[config.mk]
export PLATFORM = sky130hd
export DESIGN_NAME = amp_step_ctrl
export DESIGN_NICKNAME = d
export VERILOG_FILES = /design/src/rtl/amp_pkg.sv /design/src/rtl/amp_bin2bcd.sv /design/src/rtl/amp_step_ctrl.sv
export SDC_FILE = /design/constraint.sdc
export NUM_CORES = 1
export LEC_CHECK = 0
export BUFFER_PORTS_ARGS = -buffer_cell sky130_fd_sc_hd__buf_2
export CORE_UTILIZATION = 55
export CTS_CLUSTER_SIZE = 12
export DETAILED_ROUTE_END_ITERATION = 10
export GPL_ROUTABILITY_DRIVEN = 0
export GPL_TIMING_DRIVEN = 0
export PLACE_DENSITY = 0.75
export SKIP_CTS_REPAIR_TIMING = 1
export SLEW_MARGIN = 20
export SYNTH_ARGS = -nofsm -noshare
export SYNTH_HDL_FRONTEND = slang
export SYNTH_SLANG_ARGS = --single-unit
export TNS_END_PERCENT = 50
[constraint.sdc]
create_clock -name clk -period 8.3 [get_ports clk]
set_input_delay 0 -clock clk [delete_from_list [all_inputs] [get_ports clk]]
set_output_delay 0 -clock clk [all_outputs]
set_load 0.005 [all_outputs]
[src/rtl/amp_pkg.sv]
// Shared types and widths for the amplitude-step controller.
package amp_pkg;
  localparam int AMP_W = 7;
  localparam int BCD_W = 8;

  typedef enum logic {IDLE, SEND} cfg_state_t;
  typedef enum logic [1:0] {DIR_NONE = 2'd0, DIR_L = 2'd1, DIR_R = 2'd2} dir_t;

  // Constant-time BCD for reset values; the datapath uses amp_bin2bcd.
  function automatic logic [BCD_W-1:0] bcd_of(input int v);
    return {4'(v / 10), 4'(v % 10)};
  endfunction
endpackage

[src/rtl/amp_bin2bcd.sv]
// Combinational 7-bit binary to two-digit BCD (double-dabble); hundreds digit dropped.
module amp_bin2bcd
  import amp_pkg::*;
(
  input  logic [AMP_W-1:0] bin,
  output logic [BCD_W-1:0] bcd
);
  logic [AMP_W+BCD_W-1:0] sr;

  always_comb begin
    sr = {{BCD_W{1'b0}}, bin};
    for (int i = 0; i < AMP_W; i++) begin
      if (sr[AMP_W+3:AMP_W] >= 4'd5)     sr[AMP_W+3:AMP_W]   = sr[AMP_W+3:AMP_W] + 4'd3;
      if (sr[AMP_W+7:AMP_W+4] >= 4'd5)   sr[AMP_W+7:AMP_W+4] = sr[AMP_W+7:AMP_W+4] + 4'd3;
      sr = sr << 1;
    end
    bcd = sr[AMP_W+BCD_W-1:AMP_W];
  end
endmodule

[src/rtl/amp_step_ctrl.sv]
// Encoder/preset arbiter with step acceleration, saturating amplitude register,
// BCD display register and a coalescing valid/ready push to the amplifier config.
module amp_step_ctrl
  import amp_pkg::*;
#(
  parameter int MAX_VAL   = 99,
  parameter int INIT_VAL  = 0,
  parameter int FAST_STEP = 5,
  parameter int ACCEL_WIN = 600000
) (
  input  logic             clk,
  input  logic             rst,
  input  logic             L_pulse,
  input  logic             R_pulse,
  input  logic             preset_req,
  input  logic [AMP_W-1:0] preset_val,
  input  logic             cfg_ready,
  output logic             cfg_valid,
  output logic [AMP_W-1:0] cfg_data,
  output logic [BCD_W-1:0] seg_data,
  output logic             busy
);
  localparam int               TMR_W    = $clog2(ACCEL_WIN + 1);
  localparam logic [TMR_W-1:0] WIN      = TMR_W'(ACCEL_WIN);
  localparam logic [7:0]       MAX8     = 8'(MAX_VAL);
  localparam logic [7:0]       FAST8    = 8'(FAST_STEP);
  localparam logic [7:0]       INIT8    = 8'(INIT_VAL);
  localparam logic [BCD_W-1:0] INIT_BCD = bcd_of(INIT_VAL);

  logic [7:0]       value, value_nxt, step, sum, preset_ext;
  logic [TMR_W-1:0] tmr, tmr_nxt;
  dir_t             last_dir, dir_nxt, dir_in;
  logic             changed;
  logic [BCD_W-1:0] bcd_nxt;
  cfg_state_t       state, state_nxt;
  logic             pending, pend_nxt, launch, done;

  assign preset_ext = {1'b0, preset_val};

  always_comb begin
    value_nxt = value;
    dir_nxt   = last_dir;
    dir_in    = DIR_NONE;
    step      = 8'd1;
    sum       = '0;
    tmr_nxt   = (tmr == WIN) ? tmr : tmr + TMR_W'(1);
    if (preset_req) begin
      value_nxt = (preset_ext > MAX8) ? MAX8 : preset_ext;
      tmr_nxt   = '0;
    end else if (L_pulse && R_pulse) begin
      tmr_nxt = tmr;
    end else if (L_pulse || R_pulse) begin
      dir_in  = R_pulse ? DIR_R : DIR_L;
      step    = (dir_in == last_dir && tmr < WIN) ? FAST8 : 8'd1;
      tmr_nxt = '0;
      dir_nxt = dir_in;
      if (R_pulse) begin
        sum       = value + step;
        value_nxt = (sum > MAX8) ? MAX8 : sum;
      end else begin
        value_nxt = (value < step) ? 8'd0 : value - step;
      end
    end
  end

  assign changed = (value_nxt != value);

  // Convert the next value so seg_data lands in the same cycle as value.
  amp_bin2bcd u_bcd (
    .bin (value_nxt[AMP_W-1:0]),
    .bcd (bcd_nxt)
  );

  always_ff @(posedge clk or posedge rst) begin
    if (rst) begin
      value    <= INIT8;
      seg_data <= INIT_BCD;
      tmr      <= '0;
      last_dir <= DIR_NONE;
    end else begin
      value    <= value_nxt;
      seg_data <= bcd_nxt;
      tmr      <= tmr_nxt;
      last_dir <= dir_nxt;
    end
  end

  // A change in the launch cycle must survive, since cfg_data takes the old value.
  always_comb begin
    launch    = (state == IDLE) && pending;
    done      = (state == SEND) && cfg_valid && cfg_ready;
    pend_nxt  = changed | (pending & ~launch);
    state_nxt = state;
    if (launch)    state_nxt = SEND;
    else if (done) state_nxt = IDLE;
  end

  always_ff @(posedge clk or posedge rst) begin
    if (rst) begin
      state     <= IDLE;
      cfg_valid <= 1'b0;
      cfg_data  <= '0;
      pending   <= 1'b1;
      busy      <= 1'b1;
    end else begin
      state   <= state_nxt;
      pending <= pend_nxt;
      busy    <= (state_nxt == SEND) | pend_nxt;
      if (launch) begin
        cfg_valid <= 1'b1;
        cfg_data  <= value[AMP_W-1:0];
      end else if (done) begin
        cfg_valid <= 1'b0;
      end
    end
  end
endmodule

Word-level counts from Yosys, hierarchy flattened
Index checks and enable logic that the tools add are counted.

$add $sub $neg: 14. Magnitude comparators: 15. Eq/ne operators: 5. Mux-type cells: 28. Bitwise logic cells: 7. Reductions and logical operators: 9.

Operator list (number): 20-bit two-way mux (4); 8-bit two-way mux (6); 4-bit by 3-bit >= comparator with 1-bit output, second input constant (9); 3-bit two-way mux (7); 20-bit by 1-bit adder with 20-bit output, second input constant (1); 4-bit by 2-bit adder with 4-bit output, second input constant (5); 20-bit == test, second input constant (1); 20-bit < comparator, second input constant (1); 4-bit two-way mux (5); 3-bit by 2-bit adder with 3-bit output, second input constant (4); 8-bit by 3-bit adder with 8-bit output (1); 8-bit by 7-bit > comparator with 1-bit output, second input constant (1); 8-bit by 3-bit < comparator with 1-bit output (1); 8-bit != test (1); 8-bit by 3-bit subtractor with 8-bit output (1); 7-bit > comparator, second input constant (1); 7-bit two-way mux (1); 1-bit logical AND (5); 1-bit two-way mux (4); 1-bit NOT (4); 1-bit by 2-bit adder with 3-bit output, both inputs constant (1); 1-bit by 2-bit adder with 3-bit output, second input constant (1); 1-bit by 3-bit >= comparator with 1-bit output, both inputs constant (1); 1-bit by 3-bit >= comparator with 1-bit output, second input constant (1); 10 further kinds (11).

Register bits: 49. Input bits: 13. Word-level logic and storage cells: 87.

Depth between registers and ports, before layout
Depth in word-level cells: 23. Depth in mapped cells: 38. Mapped depth without buffers: 34.

By module
Synthesis repeated with hierarchy kept, for this count alone.

Cell total of the unflattened synthesis: 445. Area, all modules: 3777.4 sq um.

Modules (own cells, without submodules): amp_step_ctrl (times used 1, cells an instance 350, area each 3076.7 sq um, seq. area each 1228.7 sq um); amp_bin2bcd (times used 1, cells an instance 95, area each 700.7 sq um, seq. area each 0.0 sq um).

Least setup slack after synthesis
OpenSTA, ideal clock, no wires.

Path kind: reg-to-reg. Start: register tmr[13]. End: register seg_data[2]. Library setup time: 0.075 ns. Data arrival time: 6.453 ns. Data required time: 8.225 ns. Slack: 1.772 ns. Stages on the path, launching flop included: 32. Buffers on the path: 2. Clock period less this slack: 6.528 ns. Path through: dfrtp_1 a211o_1 a211o_1 a21oi_1 o21ai_0 ha_1 buf_6 and2b_4 or4_1 a32o_2 or2_1 nor2_1 nand2_1 ha_1 buf_1 inv_1 or3_1 nor2_1 or2_2 inv_1 ha_1 nand2b_1 a211oi_1 a221oi_4 xnor2_2 ha_1 nand2b_1 o21ai_0 mux2_4 nand2_4 mux4_2 o21ai_2.

Cells in the longest elaborated chain, start to end: 22.

Ends and longest elaborated chain: from (decl) (RTL line amp_step_ctrl.sv:31) `logic [TMR_W-1:0] tmr, tmr_nxt;`; from (signal assigned) (RTL line amp_step_ctrl.sv:83) `tmr <= tmr_nxt;`; 20-bit < comparator (*) (RTL line amp_step_ctrl.sv:54) `step = (dir_in == last_dir && tmr < WIN) ? FAST8 : 8'd1;`; 1-bit logical AND (*) (RTL line amp_step_ctrl.sv:54); 3-bit two-way mux (*) (RTL line amp_step_ctrl.sv:54); 8-bit by 3-bit adder with 8-bit output (RTL line amp_step_ctrl.sv:58) `sum = value + step;`; 8-bit by 7-bit > comparator with 1-bit output (RTL line amp_step_ctrl.sv:59) `value_nxt = (sum > MAX8) ? MAX8 : sum;`; 8-bit two-way mux (RTL line amp_step_ctrl.sv:59); 8-bit two-way mux (*) (RTL line amp_step_ctrl.sv:57) `if (R_pulse) begin`; 8-bit two-way mux (*) (RTL line amp_step_ctrl.sv:52) `end else if (L_pulse || R_pulse) begin`; (+7 left out); 4-bit two-way mux (RTL line amp_bin2bcd.sv:13) `if (sr[AMP_W+3:AMP_W] >= 4'd5) sr[AMP_W+3:AMP_W] = sr[AMP_W+3:AMP_W] + 4'd3;`; 4-bit by 3-bit >= comparator with 1-bit output / 4-bit by 2-bit adder with 4-bit output (equally long branches) (RTL line amp_bin2bcd.sv:13); 4-bit two-way mux (RTL line amp_bin2bcd.sv:13); 4-bit by 3-bit >= comparator with 1-bit output / 4-bit by 2-bit adder with 4-bit output (equally long branches) (RTL line amp_bin2bcd.sv:13); 4-bit two-way mux (RTL line amp_bin2bcd.sv:13); 4-bit by 2-bit adder with 4-bit output / 4-bit by 3-bit >= comparator with 1-bit output (equally long branches) (RTL line amp_bin2bcd.sv:13); 4-bit two-way mux (*) (RTL line amp_bin2bcd.sv:13); named net bcd_nxt[2] (RTL line amp_step_ctrl.sv:34) `logic [BCD_W-1:0] bcd_nxt;`; to (signal assigned) (RTL line amp_step_ctrl.sv:82) `seg_data <= bcd_nxt;`; to (decl) (RTL line amp_step_ctrl.sv:20) `output logic [BCD_W-1:0] seg_data,`.

The timed path passes the listed nets; every way through them passes the cells marked *. A chain may end at the register's enable or synchronous reset.

Worst setup path in the final report
Start: register tmr[13]. End: register seg_data[6].

Cells in the longest elaborated chain, start to end: 22.

Ends and longest elaborated chain: 20-bit < comparator (*) (RTL line amp_step_ctrl.sv:54); 1-bit logical AND (*) (RTL line amp_step_ctrl.sv:54); 3-bit two-way mux (*) (RTL line amp_step_ctrl.sv:54); 8-bit by 3-bit adder with 8-bit output (RTL line amp_step_ctrl.sv:58); 8-bit by 7-bit > comparator with 1-bit output (RTL line amp_step_ctrl.sv:59); 8-bit two-way mux (RTL line amp_step_ctrl.sv:59); 8-bit two-way mux (*) (RTL line amp_step_ctrl.sv:57); 8-bit two-way mux (*) (RTL line amp_step_ctrl.sv:52); (+7 left out); 4-bit two-way mux / 3-bit two-way mux (equally long branches) (RTL line amp_bin2bcd.sv:13, amp_bin2bcd.sv:14); 4-bit by 3-bit >= comparator with 1-bit output, or another cell as far along (RTL line amp_bin2bcd.sv:13); 4-bit two-way mux / 3-bit two-way mux (equally long branches) (RTL line amp_bin2bcd.sv:13, amp_bin2bcd.sv:14); 4-bit by 2-bit adder with 4-bit output, or another cell as far along (RTL line amp_bin2bcd.sv:13); 4-bit two-way mux / 3-bit two-way mux (equally long branches) (RTL line amp_bin2bcd.sv:13, amp_bin2bcd.sv:14); 4-bit by 3-bit >= comparator with 1-bit output / 3-bit by 2-bit adder with 3-bit output (equally long branches) (RTL line amp_bin2bcd.sv:14) `if (sr[AMP_W+7:AMP_W+4] >= 4'd5) sr[AMP_W+7:AMP_W+4] = sr[AMP_W+7:AMP_W+4] + 4'd3;`; 3-bit two-way mux (*) (RTL line amp_bin2bcd.sv:14); named net bcd_nxt[6] (RTL line amp_step_ctrl.sv:34).

Marked as above.

==> flow_metrics.tcl <==
set metrics [dict create \
    crit_arrival_ps 7590 \
    place_ws_ps 884.4 \
    rows 29 \
    die_w_um 84.67 \
    finalHoldWorstSlack_ps 44.12 \
    routed_via_density 6.167 \
    drc_errors 0 \
    final_area_um2 4180 \
    ys_ff_latch 48 \
    yosysUniqueCellTypes 87 \
    finalMaxSlewViolations 0 \
    wl_um 9079 \
    status "completed" \
    htree_levels 2 \
    grt_max_degree 35 \
    slowest_delay_ps 470 \
    numCtsBuffers 5 \
    skew_ps 9.003 \
    setup_viol 0 \
    path_max_fanout 10 \
    fin_tns_setup_ps 0 \
    synthToLayoutAreaGrowth_pct 11.22 \
    cts_tree "done" \
    clock-sinks 48 \
    grt_pass1_vias 3249 \
    crit_type "reg -> reg" \
    wl_per_cell_um 16.81 \
    start_util 0.5819 \
    final_hold_viol_count 0 \
    clock_path_buffers 2 \
    dpl_cell_area_um2 4023 \
    drive_gt1_frac 0.1922 \
    max_slew.worst_pin.slew_ps 1020 \
    clockRootBuffer "clkbuf_8" \
    power.density_nw_per_um2 260.7 \
    finish.utilization 0.6472 \
    dieArea_um2 7168 \
    crit_buf_inv 5 \
    grt_use_total 0.2686 \
    firstDrtPassIters 5 \
    final_cell_mix "nor2_1, dfrtp_1, nand2_1" \
    synth-edff-count 0 \
    rsz0062_at_grt "no" \
    gr-total-overflow 0 \
    fmax_mhz 136.0 \
    hold_path_class "in -> reg" \
    avgSynthCellArea_um2 8.865 \
    die_height_um 84.67 \
    synth-seq-area-share 0.3202 \
    slew_headroom 0.3187 \
    dp_hpwl_um 6803 \
    clk_latency_ps 310 \
    yosys_warnings 0 \
    syn-cell-area_um2 3759 \
    coreArea_um2 6459 \
    grt_use_met1 0.3394 \
    nNetsFinal 489 \
    layout_commonest_cell "nor2_1" \
    ir_worst_vdd_uv 260.6 \
    antenna_found_initial 0 \
    drt_iter0_markers 162 \
    startpoint_type "flop" \
    grt_util_met2 0.4789 \
    worst_slack_ps 945.4 \
    fillers 550 \
    maxCapViolCount 0 \
    netlist_instances 424 \
    syn_nets 451 \
    grtUsageMet3 0.03933 \
    grt.busiest_layer "met2" \
    portBuffers 28 \
    cp_slowest_cell "or4_1" \
    min_period_ps 7355 \
    ant_nets 0 \
    worstPathRequired_ps 8540 \
    clk_pin_slew_worst_paths_ps 100 \
    synthArstFlopShare 1.000 \
    grt_pass1_wl_um 15400 \
    cp_common_cell "ha_1" \
    vias 3330 \
    pin_count 30 \
    crit_path_end_kind "flop" \
    synth_ff_type "dfrtp_1" \
    cp_top_family "simple AND/OR/NAND/NOR gates" \
    p_leak_nw 1.838 \
    post-route-period-util 0.8861 \
    antenna_cells 0 \
]
layer usage:
metal  share of wire  routed length [µm]  up-vias
met3           0.058                 531        9
met2            0.51                4648      109
li1                -                   -     1599
met4           0.010                  95        0
met5               0                   0        -
met1            0.42                3804     1613
metrics by stage:
| step | std cells | power [mW] |
|---|---|---|
| after detailed placement | 530 | 0.8828 |
| after CTS | 538 | 1.090 |
| after global routing | 540 | 1.170 |
| after global placement | 529 | 0.8632 |
| after floorplan | 424 | 0.7521 |
| final | 540 | 1.090 |
final cells by class:
class | instances | area (µm²) | share of cell area
Buffer | 21 | 116.4 | 0.02784
Clock buffer | 5 | 68.82 | 0.01646
Inverter | 24 | 102.6 | 0.02454
Timing Repair Buffer | 31 | 180.2 | 0.04310
Clock inverter | 3 | 68.82 | 0.01646
Tap cell | 77 | 96.34 | 0.02305
Sequential cell | 48 | 1204 | 0.2879
Multi-Input combinational cell | 331 | 2344 | 0.5606
power breakdown:
part	leakage (nW)	internal [mW]	switching, mW	total (mW)
Combinational	1.16	0.261	0.319	0.579
Sequential	0.611	0.280	0.0250	0.305
Clock	0.0687	0.121	0.0836	0.205
Total	1.84	0.662	0.427	1.09
registers in the layout, indices dropped and copies added, names as in the netlist, 2 cells and up:
signal and count:
cfg_data 7, last_dir 2, seg_data 7, tmr 20, value 8
cells by family (layout without fill, tap and decap cells):
logic type                 Yosys count  count (layout)  share of synthesized area
AOI/OAI and AO/OA                   93              93                     0.1938
xor gates and xnor gates            33              33                    0.07890
adders and majority gates           15              15                    0.04927
buffers and inverters               45              84                    0.05826
DFF                                 48              48                     0.3202
muxes                               15              15                    0.04794
and+or+nand+nor                    175             175                     0.2517
path summary, 6_finish.rpt:
path                               startpoint           to  slack (ps)  cells after the start
max in group asynchronous                 rst      pending        7550                      4
worst min register to register    cfg_data[1]  cfg_data[1]         510                      2
worst min-delay path            preset_val[0]     value[0]          40                      3
worst max-delay path                  tmr[13]  seg_data[6]         950                     34
worst max register to register        tmr[13]  seg_data[6]         950                     34
min in group asynchronous                 rst      tmr[15]         190                      3
cells in the mapped netlist (6+ instances only):
master,n,share of area
nand2b_1,8,0.013
nand2_1,41,0.041
inv_1,21,0.021
xnor2_1,15,0.035
xor2_1,17,0.040
dfrtp_1,46,0.31
clkbuf_1,10,0.010
mux2_2,6,0.018
or3_1,6,0.010
o21ai_0,15,0.020
nor2b_1,9,0.015
mux2i_1,6,0.016
ha_1,14,0.047
nand3_1,9,0.012
nor2_1,50,0.050
a21oi_1,17,0.023
nand4_1,10,0.017
tightest hold or removal path: cells and delay by family:
kind	cells	cell delay, ps
simple gates	1	120
compound gates	1	120
buf+inv	1	80
No activity file was read; power rests on OpenSTA's default activity.
